<file path="src/rtl/alu_cmd_ctrl.sv">
// ALU command controller: accepts one operation per handshake, pulses the ALU,
// and streams the 16-bit result LSB byte first. Traps divide-by-zero and ALU timeouts.
module alu_cmd_ctrl #(
    parameter int OPRND_WIDTH = 8,
    parameter int CTRL_WIDTH  = 4,
    parameter int OUT_WIDTH   = 2*OPRND_WIDTH,
    parameter int TIMEOUT     = 8
) (
    input  logic                   CLK,
    input  logic                   RST,
    input  logic                   CMD_VALID,
    output logic                   CMD_READY,
    input  logic [OPRND_WIDTH-1:0] CMD_A,
    input  logic [OPRND_WIDTH-1:0] CMD_B,
    input  logic [CTRL_WIDTH-1:0]  CMD_FUN,
    output logic                   ALU_EN,
    output logic [OPRND_WIDTH-1:0] ALU_A,
    output logic [OPRND_WIDTH-1:0] ALU_B,
    output logic [CTRL_WIDTH-1:0]  ALU_FUN,
    input  logic [OUT_WIDTH-1:0]   ALU_OUT,
    input  logic                   ALU_VALID,
    output logic [OPRND_WIDTH-1:0] TX_DATA,
    output logic                   TX_VALID,
    input  logic                   TX_READY,
    output logic                   DIV0_ERR,
    output logic                   TO_ERR
);

    localparam logic [CTRL_WIDTH-1:0] FUN_DIV = CTRL_WIDTH'(3);
    localparam int                    CNT_W   = $clog2(TIMEOUT + 1);

    typedef enum logic [2:0] {
        IDLE,
        EXEC,
        WAIT,
        SEND_LO,
        SEND_HI
    } state_t;

    state_t                 r_state;
    state_t                 w_next;
    logic [OPRND_WIDTH-1:0] r_alu_a;
    logic [OPRND_WIDTH-1:0] r_alu_b;
    logic [CTRL_WIDTH-1:0]  r_alu_fun;
    logic [OUT_WIDTH-1:0]   r_result;
    logic [CNT_W-1:0]       r_cnt;
    logic                   r_div0_err;
    logic                   r_to_err;
    logic                   w_accept;
    logic                   w_div0;
    logic                   w_timeout;

    assign w_accept  = CMD_VALID && (r_state == IDLE);
    assign w_div0    = (CMD_FUN == FUN_DIV) && (CMD_B == '0);
    assign w_timeout = (r_state == WAIT) && !ALU_VALID && (r_cnt == CNT_W'(TIMEOUT));

    always_ff @(posedge CLK or negedge RST) begin
        if (!RST) begin
            r_state <= IDLE;
        end else begin
            r_state <= w_next;
        end
    end

    always_comb begin
        w_next = r_state;
        case (r_state)
            IDLE: begin
                if (w_accept) begin
                    w_next = w_div0 ? SEND_LO : EXEC;
                end
            end
            EXEC: begin
                w_next = WAIT;
            end
            WAIT: begin
                if (ALU_VALID) begin
                    w_next = SEND_LO;
                end else if (w_timeout) begin
                    w_next = IDLE;
                end
            end
            SEND_LO: begin
                if (TX_READY) begin
                    w_next = SEND_HI;
                end
            end
            SEND_HI: begin
                if (TX_READY) begin
                    w_next = IDLE;
                end
            end
            default: begin
                w_next = IDLE;
            end
        endcase
    end

    always_comb begin
        CMD_READY = 1'b0;
        ALU_EN    = 1'b0;
        TX_VALID  = 1'b0;
        TX_DATA   = '0;
        case (r_state)
            IDLE: begin
                CMD_READY = 1'b1;
            end
            EXEC: begin
                ALU_EN = 1'b1;
            end
            SEND_LO: begin
                TX_VALID = 1'b1;
                TX_DATA  = r_result[OPRND_WIDTH-1:0];
            end
            SEND_HI: begin
                TX_VALID = 1'b1;
                TX_DATA  = r_result[OUT_WIDTH-1:OPRND_WIDTH];
            end
            default: begin
                CMD_READY = 1'b0;
            end
        endcase
    end

    // Divide-by-zero never reaches the ALU: the all-ones result is loaded directly.
    always_ff @(posedge CLK or negedge RST) begin
        if (!RST) begin
            r_alu_a    <= '0;
            r_alu_b    <= '0;
            r_alu_fun  <= '0;
            r_result   <= '0;
            r_cnt      <= '0;
            r_div0_err <= 1'b0;
            r_to_err   <= 1'b0;
        end else begin
            r_div0_err <= 1'b0;
            r_to_err   <= 1'b0;
            case (r_state)
                IDLE: begin
                    if (w_accept) begin
                        r_alu_a   <= CMD_A;
                        r_alu_b   <= CMD_B;
                        r_alu_fun <= CMD_FUN;
                        if (w_div0) begin
                            r_result   <= '1;
                            r_div0_err <= 1'b1;
                        end
                    end
                end
                EXEC: begin
                    r_cnt <= '0;
                end
                WAIT: begin
                    if (ALU_VALID) begin
                        r_result <= ALU_OUT;
                    end else if (w_timeout) begin
                        r_to_err <= 1'b1;
                    end else begin
                        r_cnt <= r_cnt + CNT_W'(1);
                    end
                end
                default: begin
                    r_cnt <= r_cnt;
                end
            endcase
        end
    end

    assign ALU_A    = r_alu_a;
    assign ALU_B    = r_alu_b;
    assign ALU_FUN  = r_alu_fun;
    assign DIV0_ERR = r_div0_err;
    assign TO_ERR   = r_to_err;

endmodule

</file>
<file path="config.mk">
export PLATFORM = sky130hd
export DESIGN_NAME = alu_cmd_ctrl
export DESIGN_NICKNAME = d
export VERILOG_FILES = /design/src/rtl/alu_cmd_ctrl.sv
export SDC_FILE = /design/constraint.sdc
export NUM_CORES = 1
export LEC_CHECK = 0
export BUFFER_PORTS_ARGS = -buffer_cell sky130_fd_sc_hd__buf_2
export CAP_MARGIN = 25
export CORE_UTILIZATION = 44
export DETAILED_ROUTE_END_ITERATION = 7
export GPL_TIMING_DRIVEN = 0
export PLACE_DENSITY_LB_ADDON = 0.08
export SLEW_MARGIN = 15
export SYNTH_ARGS = -nofsm -noshare
export SYNTH_HDL_FRONTEND = slang
export SYNTH_SLANG_ARGS = --single-unit
</file>
<file path="constraint.sdc">
create_clock -name CLK -period 1.7 [get_ports CLK]
set_clock_uncertainty 0.15 [all_clocks]
set_input_delay 0.17 -clock CLK [delete_from_list [all_inputs] [get_ports CLK]]
set_output_delay 0.17 -clock CLK [all_outputs]
set_load 0.02 [all_outputs]
</file>
Yosys cells after proc, flatten, opt, wreduce, memory -nomap -nowiden. Cells that the tools add are included.

Add/sub/neg operators: 1. Eq/ne operators: 14. Muxes and demuxes: 24. Reductions and logical operators: 14.

Operators by type and width (number): 16-bit two-way mux (3); 16-bit one-hot mux with 2 select lines (1); 8-bit one-hot mux with 2 select lines (1); 3-bit two-way mux (5); 3-bit one-hot mux with 5 select lines (1); 2-bit inequality test (second input constant) (7); 1-bit two-way mux (9); 8-bit zero test (1); 4-bit two-way mux (2); 4-bit one-hot mux with 2 select lines (1); 4-bit AND reduction (2); 3-bit by 2-bit equality test with 1-bit output (second input constant) (2); 4-bit by 1-bit adder with 4-bit output (second input constant) (1); 4-bit by 2-bit equality test with 1-bit output (second input constant) (1); 4-bit equality test (second input constant) (1); 1-bit logical AND (4); 2-bit nonzero test (2); 3-bit by 1-bit equality test with 1-bit output (second input constant) (1); 3-bit equality test (second input constant) (1); 3-bit zero test (1); 3-bit inequality test (second input constant) (1); 3-bit AND reduction (1); 2-bit two-way mux (1); 2-bit AND reduction (1); 2 further kinds (2).

Register bits: 45. Input port bits: 41. Output and inout port bits: 33. Word-level logic and storage cells: 61.

Longest topological paths before layout.
Word-level depth: 6. Depth in mapped cells: 6. Mapped depth without buffers: 5.

Worst setup path after synthesis. No wires, ideal clock.

Path type: register -> register. From: register r_state[0]. To: register r_cnt[2]. Setup time: 78 ps. Data arrival time: 1639 ps. Required time: 1472 ps. Setup slack: -167 ps. Cell stages (with the launch flop): 5. Path buffers: 1. Clock period less this slack: 1867 ps. Cell sequence: dfrtp_1 buf_6 or4b_4 or4_1 a21oi_1.

Longest elaborated chain between the ends: 5. Elaborated cells between the ends (all ways): 9. Classes of those cells: 4 x eq/ne; 1 x mux; 4 x reduce/logical.

RTL lines: start, declared (line 40) `state_t r_state;`; start signal, assigned (line 61) `r_state <= w_next;`; 3-bit by 2-bit equality test with 1-bit output (line 55, 138); 1-bit logical AND (2 in series) (line 55) `assign w_timeout = (r_state == WAIT) && !ALU_VALID && (r_cnt == CNT_W'(TIMEOUT));`; 2-bit inequality test (no source line); 3-bit AND reduction (no source line); end signal, assigned (line 159) `r_cnt <= r_cnt + CNT_W'(1);`; end signal, assigned (line 163) `r_cnt <= r_cnt;`; end, declared (line 46) `logic [CNT_W-1:0] r_cnt;`.

Parallel ways exist; a longest one is shown, timed or not. A chain may end at the register's enable or synchronous reset.

Final worst setup path. Same ends and word-level chain as after synthesis.

==> metrics <==
Initial DRC Count=85; register bit total from synthesis=45; Pwr Density=1710 nW/um^2; CTS tree=yes; layout cells sized above 1=45.1%; failing checks=negative setup slack; gr ovfl total=0; met3 wire length=319 um; wl on met1=2320 um; Post-synth EDFFs=0; GRT Overall Usage=roughly a quarter; Main synth FF type=dfrtp_1; status=complete, but fails checks; Placeable Area=4350 sq um; GP Congestion=0.801; Post-Syn Instances=180; cells along the critical path=buf_6 > or4b_4 > or4_1 > a21oi_1; hpwl dp=around 3000 um; Initial Util=between 40% and 50%; Fillers=299; largest net degree at the start of global routing=between 40 and 50; cell leakage power=1.55 nW; min-delay worst type=input port to flip-flop; Remaining DRCs=0; Netlist cell types=35; Routed WL=5340 um; sequential area share after synthesis=56.2%; worst slew pin tran=468 ps; Ports=74; via count=1902; final count of negative-setup-slack endpoints=40; CTS root buffer=clkbuf_8; Ys Warns=0; Slew HR=68.5%; CP Launch Type=flip-flop; Worst EP arrival=a little under 2000 ps; die width=69.5 um; Max IR drop VDD=1.02 mV; drt pass-1 iters=4; initial antenna violation count=0; mean post-synth cell area=between 10 and 15 sq um; area of the die=4830 sq um; Max Cap Viol=0; Crit Path Class=flip-flop to flip-flop; Crit. End Element=flip-flop; Top Layer Used=met4; via/cell ratio=between 5 and 6; Setup WS post-layout=-173 ps; Die Height=approximately 70 um; synthesized cell area=2000 sq um; layout overhead on the synthesized area=62.6%; WHS=27.3 ps; number of inserted diodes=0; CP Max Fanout=7; Reg2Reg Depth=4; # rows=24; H-tree levels=2; Clk Latency, worst-skew pair=approximately 300 ps; Placed Cells=between 300 and 400; non-filler cells, final=371; first-pass GRT wire length=approximately 8800 um; CP Data Required Time=roughly 1800 ps; CTS sink cnt=45; final hold viol count=0; minimum period implied by the final worst setup slack=1870 ps; vias in the first global route=1931; cell depth of the worst hold path=4; asr flop ratio synth=100%; WL per Instance=14.4 um; Clock Path Buffers=2; unrepaired setup endpoints after global routing=true; I/O Buffers=73; Final Cycle Share=110%; # nets final=361; maximum clock frequency=0.534 GHz; Mapped Nets=about 220; clock transition at the registers of the reported paths=80 ps; Worst path slowest cell=or4b_4; total CTS buffers=5; CP peak stage delay=between 500 and 600 ps; max-slew violation count=0; Final ANT Viol Nets=0; Power Total=5.58 mW; met2 WL post-DR=2590 um
through the flow:
step | setup slack, ps | setup TNS (ps) | utilization [%] | area (sq um)
after global routing | -220 | -7070 | 74.8 | 3260
after detailed placement | -373 | -8170 | 56.0 | 2440
after global placement | -381 | -8410 | 56.0 | 2440
final | -173 | -2460 | 74.8 | 3260
after CTS | -171 | -2510 | 72.6 | 3160
after floorplan | -134 | -134 | - | 2010
layout make-up:
class	count	area, sq um	area share (%)
Buffer	9	70.1	2.15
Clock buffer	7	86.3	2.65
Clock inverter	1	30.0	0.922
Inverter	4	15.0	0.461
Multi-Input combinational cell	122	887	27.2
Sequential cell	45	1130	34.6
Tap cell	52	65.1	2.00
Timing Repair Buffer	131	978	30.0
placed cells by master, fill, tap and decap left out, types with 2 or more instances in the layout:
master         instances
buf_2                 64
nand3_1                3
nand4_1                2
a21oi_1               21
nor2_4                 3
and2_4                 2
a22o_1                 8
nor2_1                35
dlygate4sd3_1         38
clkbuf_8               6
o21ai_2                2
dfrtp_1               45
buf_6                 15
o21ai_0                2
buf_4                 19
ha_1                   2
inv_1                  4
mux2_2                21
clkbuf_1               2
power by group:
part	internal, mW	total [mW]	switching (mW)
clock	0.479	0.836	0.356
sequential	1.57	1.85	0.281
combinational	1.45	2.89	1.44
critical path, delay by kind of cell, from the launching register on:
family | cells | cell delay (ps)
flip-flops | 1 | 390
AND/OR/NAND/NOR | 2 | 980
buffers and inverters | 1 | 140
AO/OA/AOI/OAI | 1 | 130
synth_stat cells (all sizes together), types with 2 or more instances:
master,count,share of area [%]
inv,4,0.75
a21oi,21,5.2
nand4,2,0.62
clkbuf,6,1.1
nor2,37,6.9
a22o,8,3.5
ha,2,1.2
buf,5,1.7
mux2,21,12
dfrtp,45,56
nand3,3,0.75
nor4,2,0.62
o21ai,4,1.0
nor4b,2,1.2
routing by layer:
layer,global-route usage [%],vias to the layer above
met3,6.40,12
met4,8.62,0
met2,38.4,70
met5,0,-
met1,30.1,907
li1,-,913
state kept, by name, summed over array words and instances (netlist names):
name,count
TO_ERR,1
r_result,16
ALU_FUN,4
ALU_B,8
r_cnt,4
r_state,3
DIV0_ERR,1
ALU_A,8
cell families after synthesis:
family,share of synthesized area [%]
AO/OA/AOI/OAI,10.6
flip-flops,56.2
AND/OR/NAND/NOR,16.1
adder cells (fa/ha/maj),1.25
buffers and inverters,3.56
multiplexers,12.3
path summary, 6_finish.rpt:
path | from | slack [ps] | to
worst max register to register | r_state[0]$_DFFE_PN0P_ | -170 | r_cnt[2]$_DFFE_PN0P_
worst max-delay path | r_state[0]$_DFFE_PN0P_ | -170 | r_cnt[2]$_DFFE_PN0P_
max in group asynchronous | RST | 740 | ALU_A[4]$_DFFE_PN0P_
worst min register to register | ALU_FUN[1]$_DFFE_PN0P_ | 350 | ALU_FUN[1]$_DFFE_PN0P_
worst min-delay path | CMD_FUN[2] | 30 | r_state[1]$_DFFE_PN0P_
min in group asynchronous | RST | 160 | r_result[1]$_DFFE_PN0P_
timing repair:
item	4_1_cts	5_1_grt
hold endpoints to repair	82	0
setup buffers	14	5
resized for setup	38	11
pin swaps	4	2
setup endpoints to repair	49	52
gates cloned	2	0
hold buffers	38	0
Note: power is estimated with default switching activity, not from simulation.
